--- config.mk ---
export PLATFORM = sky130hd
export DESIGN_NAME = uart_cmd_mode_ctrl
export DESIGN_NICKNAME = d
export VERILOG_FILES = /design/src/rtl/uart_cmd_mode_ctrl.sv
export SDC_FILE = /design/constraint.sdc
export NUM_CORES = 1
export LEC_CHECK = 0
export ABC_AREA = 1
export CAP_MARGIN = 25
export CORE_ASPECT_RATIO = 0.9
export CORE_UTILIZATION = 30
export CTS_BUF_LIST = sky130_fd_sc_hd__clkbuf_8
export DETAILED_ROUTE_END_ITERATION = 16
export PLACE_DENSITY_LB_ADDON = 0.05
export SYNTH_ARGS = -nofsm -noshare
export SYNTH_HDL_FRONTEND = slang
export SYNTH_SLANG_ARGS = --single-unit
export TNS_END_PERCENT = 100
--- constraint.sdc ---
create_clock -name Clock -period 1.55 [get_ports Clock]
set_input_delay 0.31 -clock Clock [delete_from_list [all_inputs] [get_ports Clock]]
set_output_delay 0.31 -clock Clock [all_outputs]
set_load 0.005 [all_outputs]
--- src/rtl/uart_cmd_mode_ctrl.sv ---
// Mode-flag bank driven by the UART command byte stream: per-flag set/clear bytes,
// a two-byte mask load with idle timeout, a status query, and change/error strobes.
module uart_cmd_mode_ctrl #(
  parameter int                   NUM_FLAGS      = 4,
  parameter logic [NUM_FLAGS-1:0] RESET_FLAGS    = 4'b0001,
  parameter logic [7:0]           ON_BASE        = 8'd69,
  parameter logic [7:0]           OFF_BASE       = 8'd101,
  parameter logic [7:0]           MASK_CHAR      = 8'd77,
  parameter logic [7:0]           QUERY_CHAR     = 8'd63,
  parameter int                   TIMEOUT_CYCLES = 1000
) (
  input  logic                 Clock,
  input  logic                 Reset,
  input  logic [7:0]           Cmd,
  input  logic                 CmdValid,
  output logic [NUM_FLAGS-1:0] Flags,
  output logic                 EchoChar,
  output logic                 ModeChanged,
  output logic                 StatusValid,
  output logic [7:0]           StatusByte,
  output logic                 CmdError
);

  localparam int            CW      = $clog2(TIMEOUT_CYCLES + 1);
  localparam logic [CW-1:0] CNT_MAX = CW'(TIMEOUT_CYCLES);

  typedef enum logic [0:0] {
    IDLE      = 1'b0,
    WAIT_MASK = 1'b1
  } state_t;

  state_t               state_r, state_s;
  logic [CW-1:0]        cnt_r, cnt_s, cnt_inc_s;
  logic [NUM_FLAGS-1:0] flags_r, flags_s;
  logic [7:0]           status_byte_r, status_byte_s;
  logic                 mode_changed_r;
  logic                 status_valid_r, status_valid_s;
  logic                 cmd_error_r, cmd_error_s;

  // Next-state, next-flags and strobe decode for the IDLE / WAIT_MASK machine.
  always_comb begin
    state_s        = state_r;
    cnt_s          = cnt_r;
    flags_s        = flags_r;
    status_byte_s  = status_byte_r;
    status_valid_s = 1'b0;
    cmd_error_s    = 1'b0;
    cnt_inc_s      = (cnt_r >= CNT_MAX) ? cnt_r : cnt_r + CW'(1);
    case (state_r)
      IDLE: begin
        if (CmdValid) begin
          for (int i = 0; i < NUM_FLAGS; i++) begin
            if (Cmd == ON_BASE + 8'(i)) begin
              flags_s[i] = 1'b1;
            end else if (Cmd == OFF_BASE + 8'(i)) begin
              flags_s[i] = 1'b0;
            end else begin
              flags_s[i] = flags_r[i];
            end
          end
          if (Cmd == MASK_CHAR) begin
            state_s = WAIT_MASK;
            cnt_s   = '0;
          end else if (Cmd == QUERY_CHAR) begin
            status_valid_s = 1'b1;
            status_byte_s  = 8'(flags_r);
          end else begin
            state_s = IDLE;
          end
        end else begin
          state_s = IDLE;
        end
      end
      WAIT_MASK: begin
        // A byte on the expiry cycle takes precedence over the timeout.
        if (CmdValid) begin
          flags_s = Cmd[NUM_FLAGS-1:0];
          state_s = IDLE;
          cnt_s   = '0;
        end else if (cnt_inc_s >= CNT_MAX) begin
          state_s     = IDLE;
          cnt_s       = cnt_inc_s;
          cmd_error_s = 1'b1;
        end else begin
          cnt_s = cnt_inc_s;
        end
      end
      default: begin
        state_s = IDLE;
        cnt_s   = '0;
      end
    endcase
  end

  // State, flag and output registers with synchronous reset.
  always_ff @(posedge Clock) begin
    if (Reset) begin
      state_r        <= IDLE;
      cnt_r          <= '0;
      flags_r        <= RESET_FLAGS;
      status_byte_r  <= 8'h00;
      mode_changed_r <= 1'b0;
      status_valid_r <= 1'b0;
      cmd_error_r    <= 1'b0;
    end else begin
      state_r        <= state_s;
      cnt_r          <= cnt_s;
      flags_r        <= flags_s;
      status_byte_r  <= status_byte_s;
      mode_changed_r <= (flags_s != flags_r);
      status_valid_r <= status_valid_s;
      cmd_error_r    <= cmd_error_s;
    end
  end

  assign Flags       = flags_r;
  assign EchoChar    = flags_r[0];
  assign ModeChanged = mode_changed_r;
  assign StatusValid = status_valid_r;
  assign StatusByte  = status_byte_r;
  assign CmdError    = cmd_error_r;

endmodule

==> run summary, run 1 <==
Initial antenna violation count: 0. The detailed router's first-iteration violation count is 76. The floorplan step set the die height to 67.67 um.

The required time of the critical path came out at 1240 ps. The tightest min-delay check is of the reg -> reg type. The worst hold-check slack came out at 522.7 ps.

At the end of the flow, the number of nets in the layout was 294. For this design the static power due to leakage is 0.9483 nW. A synthesized cell averages 6.224 um2. Setup repair after global routing left no endpoint under its margin.

The worst path needs 1457 ps of the cycle, external delays included. Clock skew on the completed layout was measured at 9.606 ps. In this run the count of I/O pins placed on the die edge is 27. The final critical path takes up 93.97% of the cycle. The root buffer cell chosen for the clock tree is sky130_fd_sc_hd__clkbuf_8. Sequential elements use 30.64% of the synthesized area. STA classifies the critical path startpoint as a flip-flop. The worst setup path is of the reg -> out kind. For this block, the via count after detailed routing is 1,542.

Row generation in the floorplan step produced 23 rows. Global routing used 16.81% of the available tracks across all layers. In the final routed layout, each cell accounts on average for 11.29 um. Registers take 451.7 um2. Compared with the post-synthesis result, the final layout area differs by 47.43%. The CTS clock-pin slew for the worst setup and hold paths works out to 80 ps.

Area of the multi-input gates: 923.4 um2. The initial standard-cell utilization of the core was 31.82%. Synthesis produced a netlist whose cell count is 231.

For the total of max-cap violations, the log shows 0. Clock tree synthesis inserted a total of 3 buffers. Family with the most delay on the worst path: buffers and inverters.

Setup slack closes at 93.41 ps. The logs give 0 for the count of final hold-check violations and 17 for the largest net degree at the start of global routing. Of the cells placed in the final design, the portion with a size suffix greater than 1 is 28.21%. The logs give 0 for the number of synthesis warnings and 46.91% for the final core area utilization. Using the TritonRoute via totals, the vias-per-cell ratio works out to 4.509. The logs give 0 for the residual overflow from global routing and 29 for the post-synthesis cell type count. The logs give 6.417 mm for the global-route wire length before repair and 4 for the number of optimization iterations in the first detailed-route pass.

The tools report the number of max-slew violations in the final report as 0. For the number of remaining DRC errors, the log shows 0. No sink is reached through more buffers than the 2 on the longest clock path.

The cell area that synthesis handed to floorplanning was 1438 um2. The synthesized design contains 22 register bits. Power spread over the standard cell area amounts to 516.5 nW/um2.

The highest fanout seen on the critical path works out to 4. The flow ran to the end, and the final reports show no timing, DRC or antenna violations. STA classifies the critical path endpoint as a primary output. TritonCTS built the clock tree.

The final RePlAce weighted congestion is 0.7604, and the area fraction of the dominant cell type after synthesis is 30.64%. Static timing analysis puts the maximum clock frequency at 686.5 MHz. The detail route stage leaves a number of antenna-violating nets equal to 0. For the worst setup path, the data arrival time is 1150 ps. Number of buffer and inverter instances along the worst setup path: 1. The clock network latency to the later pin of the worst-skew pair was 270 ps; the routed wire length was 3.862 mm.

The highest cell delay on the worst timing path was 520 ps. By area the synthesized netlist is led by sky130_fd_sc_hd__dfxtp_1 (31%), sky130_fd_sc_hd__nand2_1 (16%), sky130_fd_sc_hd__nand3_1 (11%). The number of H-tree levels was 1; the pre-CTS setup slack was -288.2 ps. Summed over all failing endpoints, the final setup total negative slack is 0 ps. The die is 74.97 um wide. The number of input and output port buffers inserted works out to 22.

Power comes to 1.095 mW. The logs give 4518 um2 for the area of the core and 1,426 for the via count of the first global-routing pass. The logs give 0 for the diode insertion count for antenna repair and 0.0003613 V for the maximum vdd ir drop. The number of setup violations in the final report is 0. The layout has 491 filler cells. The die outline area came out at 5073 um2.

The slowest stage cell on the critical path is sky130_fd_sc_hd__clkdlybuf4s50_1. The signal on the critical path passes through clkdlybuf4s50_1. The run gives 2.932 mm as the estimated wirelength of the detail-placed design. Of all cell types, the one taking the most synthesized area is sky130_fd_sc_hd__dfxtp_1.

The count of clock tree sinks came out at 22.
## registers in the layout, indices dropped and copies added, names as in the netlist
register / count
StatusByte: 4
ModeChanged: 1
cnt_r: 10
state_r: 1
CmdError: 1
Flags: 4
StatusValid: 1
## metrics by stage
| step | cells | area, um2 |
|---|---|---|
| after CTS | 340 | 1957 |
| final | 342 | 2120 |
| after floorplan | 234 | 1449 |
| after global placement | 336 | 1899 |
| after global routing | 342 | 2120 |
| after detailed placement | 336 | 1899 |
## report_power, final
group	internal (mW)	total, mW	switching [mW]
sequential	0.565	0.566	0.000515
combinational	0.0452	0.106	0.0612
clock	0.227	0.423	0.196
total	0.837	1.09	0.258
## cell type report
type / count / area share (%)
well taps: 62 / 3.660
repair buffers: 53 / 23.79
inverters: 28 / 5.077
clock buffers: 4 / 2.597
flip-flops and latches: 22 / 21.31
multi-input cells: 173 / 43.57
## cell usage in the layout, fill, tap and decap left out, types with 4 or more instances in the layout
master,synthesis,routed
sky130_fd_sc_hd__inv_1,26,24
sky130_fd_sc_hd__clkbuf_8,0,4
sky130_fd_sc_hd__a21oi_1,20,18
sky130_fd_sc_hd__o21ai_0,5,5
sky130_fd_sc_hd__nor2_1,27,22
sky130_fd_sc_hd__dlymetal6s2s_1,0,8
sky130_fd_sc_hd__nand3_2,1,5
sky130_fd_sc_hd__dfxtp_1,22,13
sky130_fd_sc_hd__dfxtp_2,0,9
sky130_fd_sc_hd__buf_4,5,25
sky130_fd_sc_hd__nand2_2,4,13
sky130_fd_sc_hd__clkdlybuf4s50_1,0,14
sky130_fd_sc_hd__nand3_1,31,26
sky130_fd_sc_hd__nand2_1,63,54
sky130_fd_sc_hd__conb_1,1,4
sky130_fd_sc_hd__buf_6,2,5
## path summary, 6_finish.rpt
path                            startpoint             to  slack, ps  cells after the start
worst max register to register    cnt_r[8]        state_r        140                     10
worst min register to register    Flags[2]  StatusByte[2]        520                      2
worst max-delay path              Flags[0]       EchoChar         90                      1
worst min-delay path              Flags[2]  StatusByte[2]        520                      2
## kinds of logic (layout without fill, tap and decap cells)
family | count (synthesis) | after routing | synth area share [%]
flops | 22 | 22 | 30.64
simple gates | 133 | 133 | 41.51
compound gates | 34 | 34 | 13.14
fa+ha+maj | 2 | 2 | 1.740
buf+inv | 39 | 85 | 12.71
other cells | 1 | 4 | 0.2608
## cell usage after synthesis
cell and instances:
sky130_fd_sc_hd__o21ai_0 5, sky130_fd_sc_hd__a21oi_2 1, sky130_fd_sc_hd__dfxtp_1 22, sky130_fd_sc_hd__nand3_2 1
sky130_fd_sc_hd__o31ai_1 1, sky130_fd_sc_hd__buf_2 2, sky130_fd_sc_hd__conb_1 1, sky130_fd_sc_hd__nor4_4 1
sky130_fd_sc_hd__nor2_1 27, sky130_fd_sc_hd__a211oi_1 1, sky130_fd_sc_hd__nand2_2 4, sky130_fd_sc_hd__inv_2 2
sky130_fd_sc_hd__ha_1 2, sky130_fd_sc_hd__o21bai_1 1, sky130_fd_sc_hd__inv_1 26, sky130_fd_sc_hd__clkbuf_1 2
sky130_fd_sc_hd__nor2_4 1, sky130_fd_sc_hd__o21a_1 2, sky130_fd_sc_hd__nand2_4 1, sky130_fd_sc_hd__nand2_1 63
sky130_fd_sc_hd__o21ai_1 2, sky130_fd_sc_hd__nand3b_1 1, sky130_fd_sc_hd__a21oi_1 20, sky130_fd_sc_hd__buf_6 2
sky130_fd_sc_hd__nand4_1 2, sky130_fd_sc_hd__nor3_1 1, sky130_fd_sc_hd__o211ai_1 1, sky130_fd_sc_hd__nand3_1 31
sky130_fd_sc_hd__buf_4 5
## timing repair
item	4_1_cts	5_1_grt
hold buffers	0	0
resized for setup	1	50
buffers inserted	0	2
pin swaps	0	13
endpoints found under the setup margin	1	10
## routing by layer
| layer | vias to the layer above | routed length, um | share of wire (%) | GRT usage [%] |
|---|---|---|---|---|
| met3 | 2 | 92 | 2.4 | 3.134 |
| met5 | - | 0 | 0 | 0 |
| met2 | 16 | 1899 | 49 | 29.84 |
| met1 | 690 | 1850 | 48 | 21.28 |
| met4 | 0 | 20 | 0.52 | 2.830 |
| li1 | 834 | - | - | - |
Power figures use the tool's default switching activity.
==> run 2, diff against run 1 <==
--- a/config.mk
+++ b/config.mk
@@ -8,7 +8,7 @@
 export ABC_AREA = 1
 export CAP_MARGIN = 25
 export CORE_ASPECT_RATIO = 0.9
-export CORE_UTILIZATION = 30
+export CORE_UTILIZATION = 40
 export CTS_BUF_LIST = sky130_fd_sc_hd__clkbuf_8
 export DETAILED_ROUTE_END_ITERATION = 16
 export PLACE_DENSITY_LB_ADDON = 0.05
==> run summary, run 2 (synthesis gave the netlist of run 1 again) <==
Among cell families on the critical path, the largest total delay comes from buffers and inverters. The library cell used most frequently in the layout, excluding fill and tap cells, is sky130_fd_sc_hd__nand2_1. The run gives 293 (-0.34%) as the layout net count.

The leakage power figure was 0.9391 nW (-0.97%). The tools report the filler cell count as 330 (-33%). The run gives 3403 um2 (-25%) as the area of the core.

Setup repair after global routing could not meet its margin everywhere. The number of optimization iterations in the first detailed-route pass is 4 (unchanged), and the deepest clock path buffer count is 2 (unchanged). The share of layout cells above drive strength 1 works out to 25.09% (-3.1 points).

From synthesis to final layout, the design area changed by 42.82%. For the diode insertion count for antenna repair, the log shows 0 (unchanged). The tools report the die outline area as 3838 um2 (-24%). The worst setup path is captured at a primary output. The clock network latency to the later pin of the worst-skew pair is 260 ps (about the same). The cell sitting at the root of the clock tree is a sky130_fd_sc_hd__clkbuf_8. The number of input and output port buffers inserted is 22 (unchanged), and the routed wire length is 3.599 mm (-6.8%). The total CTS buffers came out at 3 (unchanged). The via-per-instance ratio works out to 4.743 (+5.2%). The kind of start point of the critical path was a flip-flop. The largest net degree at the start of global routing is 16 (-1), and the clock skew is 2.771 ps (-6.835 ps). The run finished with clean final reports. The required time of the critical path is 1240 ps (about the same). The worst hold-check slack came out at 518.0 ps (-4.625 ps). By startpoint and endpoint, the worst setup path is classified as reg -> out. The tools report the total via count after detailed routing as 1,532 (-0.65%).

The logs give 0 (unchanged) for the count of final hold-check violations and 0.0006768 V (+87%) for the maximum vdd ir drop. The run gives 323 (-5.6%) as the final cell count without fillers. TritonCTS built the clock tree. Fraction of the cycle the final worst path needs: 94.17% (+0.19 points).

Initial antenna violation count: 0 (unchanged). The count of clock tree sinks is 22 (unchanged), and the flip-flop count of the largest register, all copies and words added is 10 (unchanged). The highest attainable clock frequency is 685.1 MHz (-0.20%). Data arrival time of the critical path: 1150 ps (about the same).

The tools report the number of setup violations in the final report as 0 (unchanged). The power per cell area was 591.6 nW/um2 (+15%). The detailed-route wire length per cell works out to 11.14 um (-1.3%). The logs give 2.677 mm (-8.7%) for the estimated wirelength of the detail-placed design and 319 (-5.1%) for the instance count after placement with tap cells included. The post-layout worst setup margin came out at 90.43 ps (-2.976 ps). The initial standard-cell utilization of the core is 42.24% (+10 points), and the die extent in y is 58.88 um (-13%). Counting flops per register, the top entry is cnt_r.

The top cell types in the final layout, fill and taps aside, are sky130_fd_sc_hd__nand2_1 (59), sky130_fd_sc_hd__buf_4 (29), sky130_fd_sc_hd__nand3_1 (28), sky130_fd_sc_hd__inv_1 (25), sky130_fd_sc_hd__nor2_1 (21). The time the final worst path needs with I/O delays and setup is 1460 ps (+2.976 ps). The tools report the number of H-tree levels as 1 (unchanged).

The CTS clock-pin slew for the worst setup and hold paths was 80 ps (about the same). The via count of the first global-routing pass is 1,418 (-0.56%). Final RePlAce weighted congestion: 0.9253 (+22%). In this run the worst hold path is classified as reg -> reg.

The number of buffer and inverter instances along the worst setup path was 1 (unchanged); the number of I/O pins was 27 (unchanged). The run gives 94 (+24%) as the detailed router's first-iteration violation count. Number of core rows: 20 (-13%). The residual overflow from global routing is 0 (unchanged). The tools report the pre-CTS setup slack as -271.4 ps (+16.81 ps). The run gives 0 (unchanged) as the number of remaining DRC errors. The highest cell delay on the worst timing path was 520 ps (about the same); the number of max-slew violations in the final report was 0 (unchanged). The global-route wire length before repair was 6.203 mm (-3.3%).

The run gives 0 (unchanged) as the count of antenna-violating nets left after detailed routing. Walking the worst path, the cells encountered are clkdlybuf4s50_1. The highest fanout seen on the critical path came out at 3 (-1). The tools report the global routing usage summed across all routing layers as 20.74% (+3.9 points). The slowest stage cell on the critical path was sky130_fd_sc_hd__clkdlybuf4s50_1. The total of max-cap violations was 0 (unchanged); the floorplan die width was 65.20 um (-13%).
## run 2: changes by cell type in the layout (fill, tap and decap cells not counted), moves of 2 or more
cell and change:
sky130_fd_sc_hd__buf_6 -5, sky130_fd_sc_hd__buf_4 +4, sky130_fd_sc_hd__a21oi_2 +2, sky130_fd_sc_hd__nand3_1 +2, sky130_fd_sc_hd__nand2_1 +5, sky130_fd_sc_hd__dfxtp_2 -4
sky130_fd_sc_hd__nand2_2 -5, sky130_fd_sc_hd__dfxtp_1 +4, sky130_fd_sc_hd__a21oi_1 -2
## run 2: repair_timing
action,4_1_cts,5_1_grt
hold buffers,0,0
gates cloned,0,0
endpoints found under the setup margin,1,6
buffers inserted,0,0
pin swaps,0,12
resized for setup,1,34
## run 2: worst paths after layout
kind	startpoint	to	slack (ps)	cells past startpoint
worst min-delay path	cnt_r[9]	cnt_r[9]	520	2
worst max-delay path	Flags[1]	Flags[1]	90	1
worst min register to register	cnt_r[9]	cnt_r[9]	520	2
worst max register to register	cnt_r[1]	state_r	120	10
## run 2: metal layers
layer	global-route usage, %	part of all wire (%)	wire (um)	vias up
met5	0	0	0	-
met4	4.658	0.64	23	0
met3	4.651	5.4	194	4
met2	28.28	41	1474	39
met1	32.39	53	1907	662
li1	-	-	-	827
## run 2: layout make-up
cell class,count,area (um2),share of cell area [%]
Multi-Input combinational cell,173,897.1,43.69
Inverter,28,105.1,5.119
Clock inverter,1,30.03,1.463
Clock buffer,3,41.29,2.011
Tap cell,44,55.05,2.681
Timing Repair Buffer,52,478.0,23.28
Sequential cell,22,446.7,21.75
## run 2: stage by stage
step	util, %	setup TNS [ps]	cell area [um2]	power, mW
after floorplan	-	0	1449	0.6307
after detailed placement	55.37	-3017	1884	0.6822
final	60.33	0	2053	1.215
after global routing	60.33	-5.554	2053	1.259
after CTS	57.54	0	1958	1.223
after global placement	55.37	-3010	1884	0.6817
## run 2: power by group
group | internal (mW) | switching, mW
Clock | 0.345 | 0.193
Combinational | 0.0482 | 0.0627
Sequential | 0.565 | 0.000504
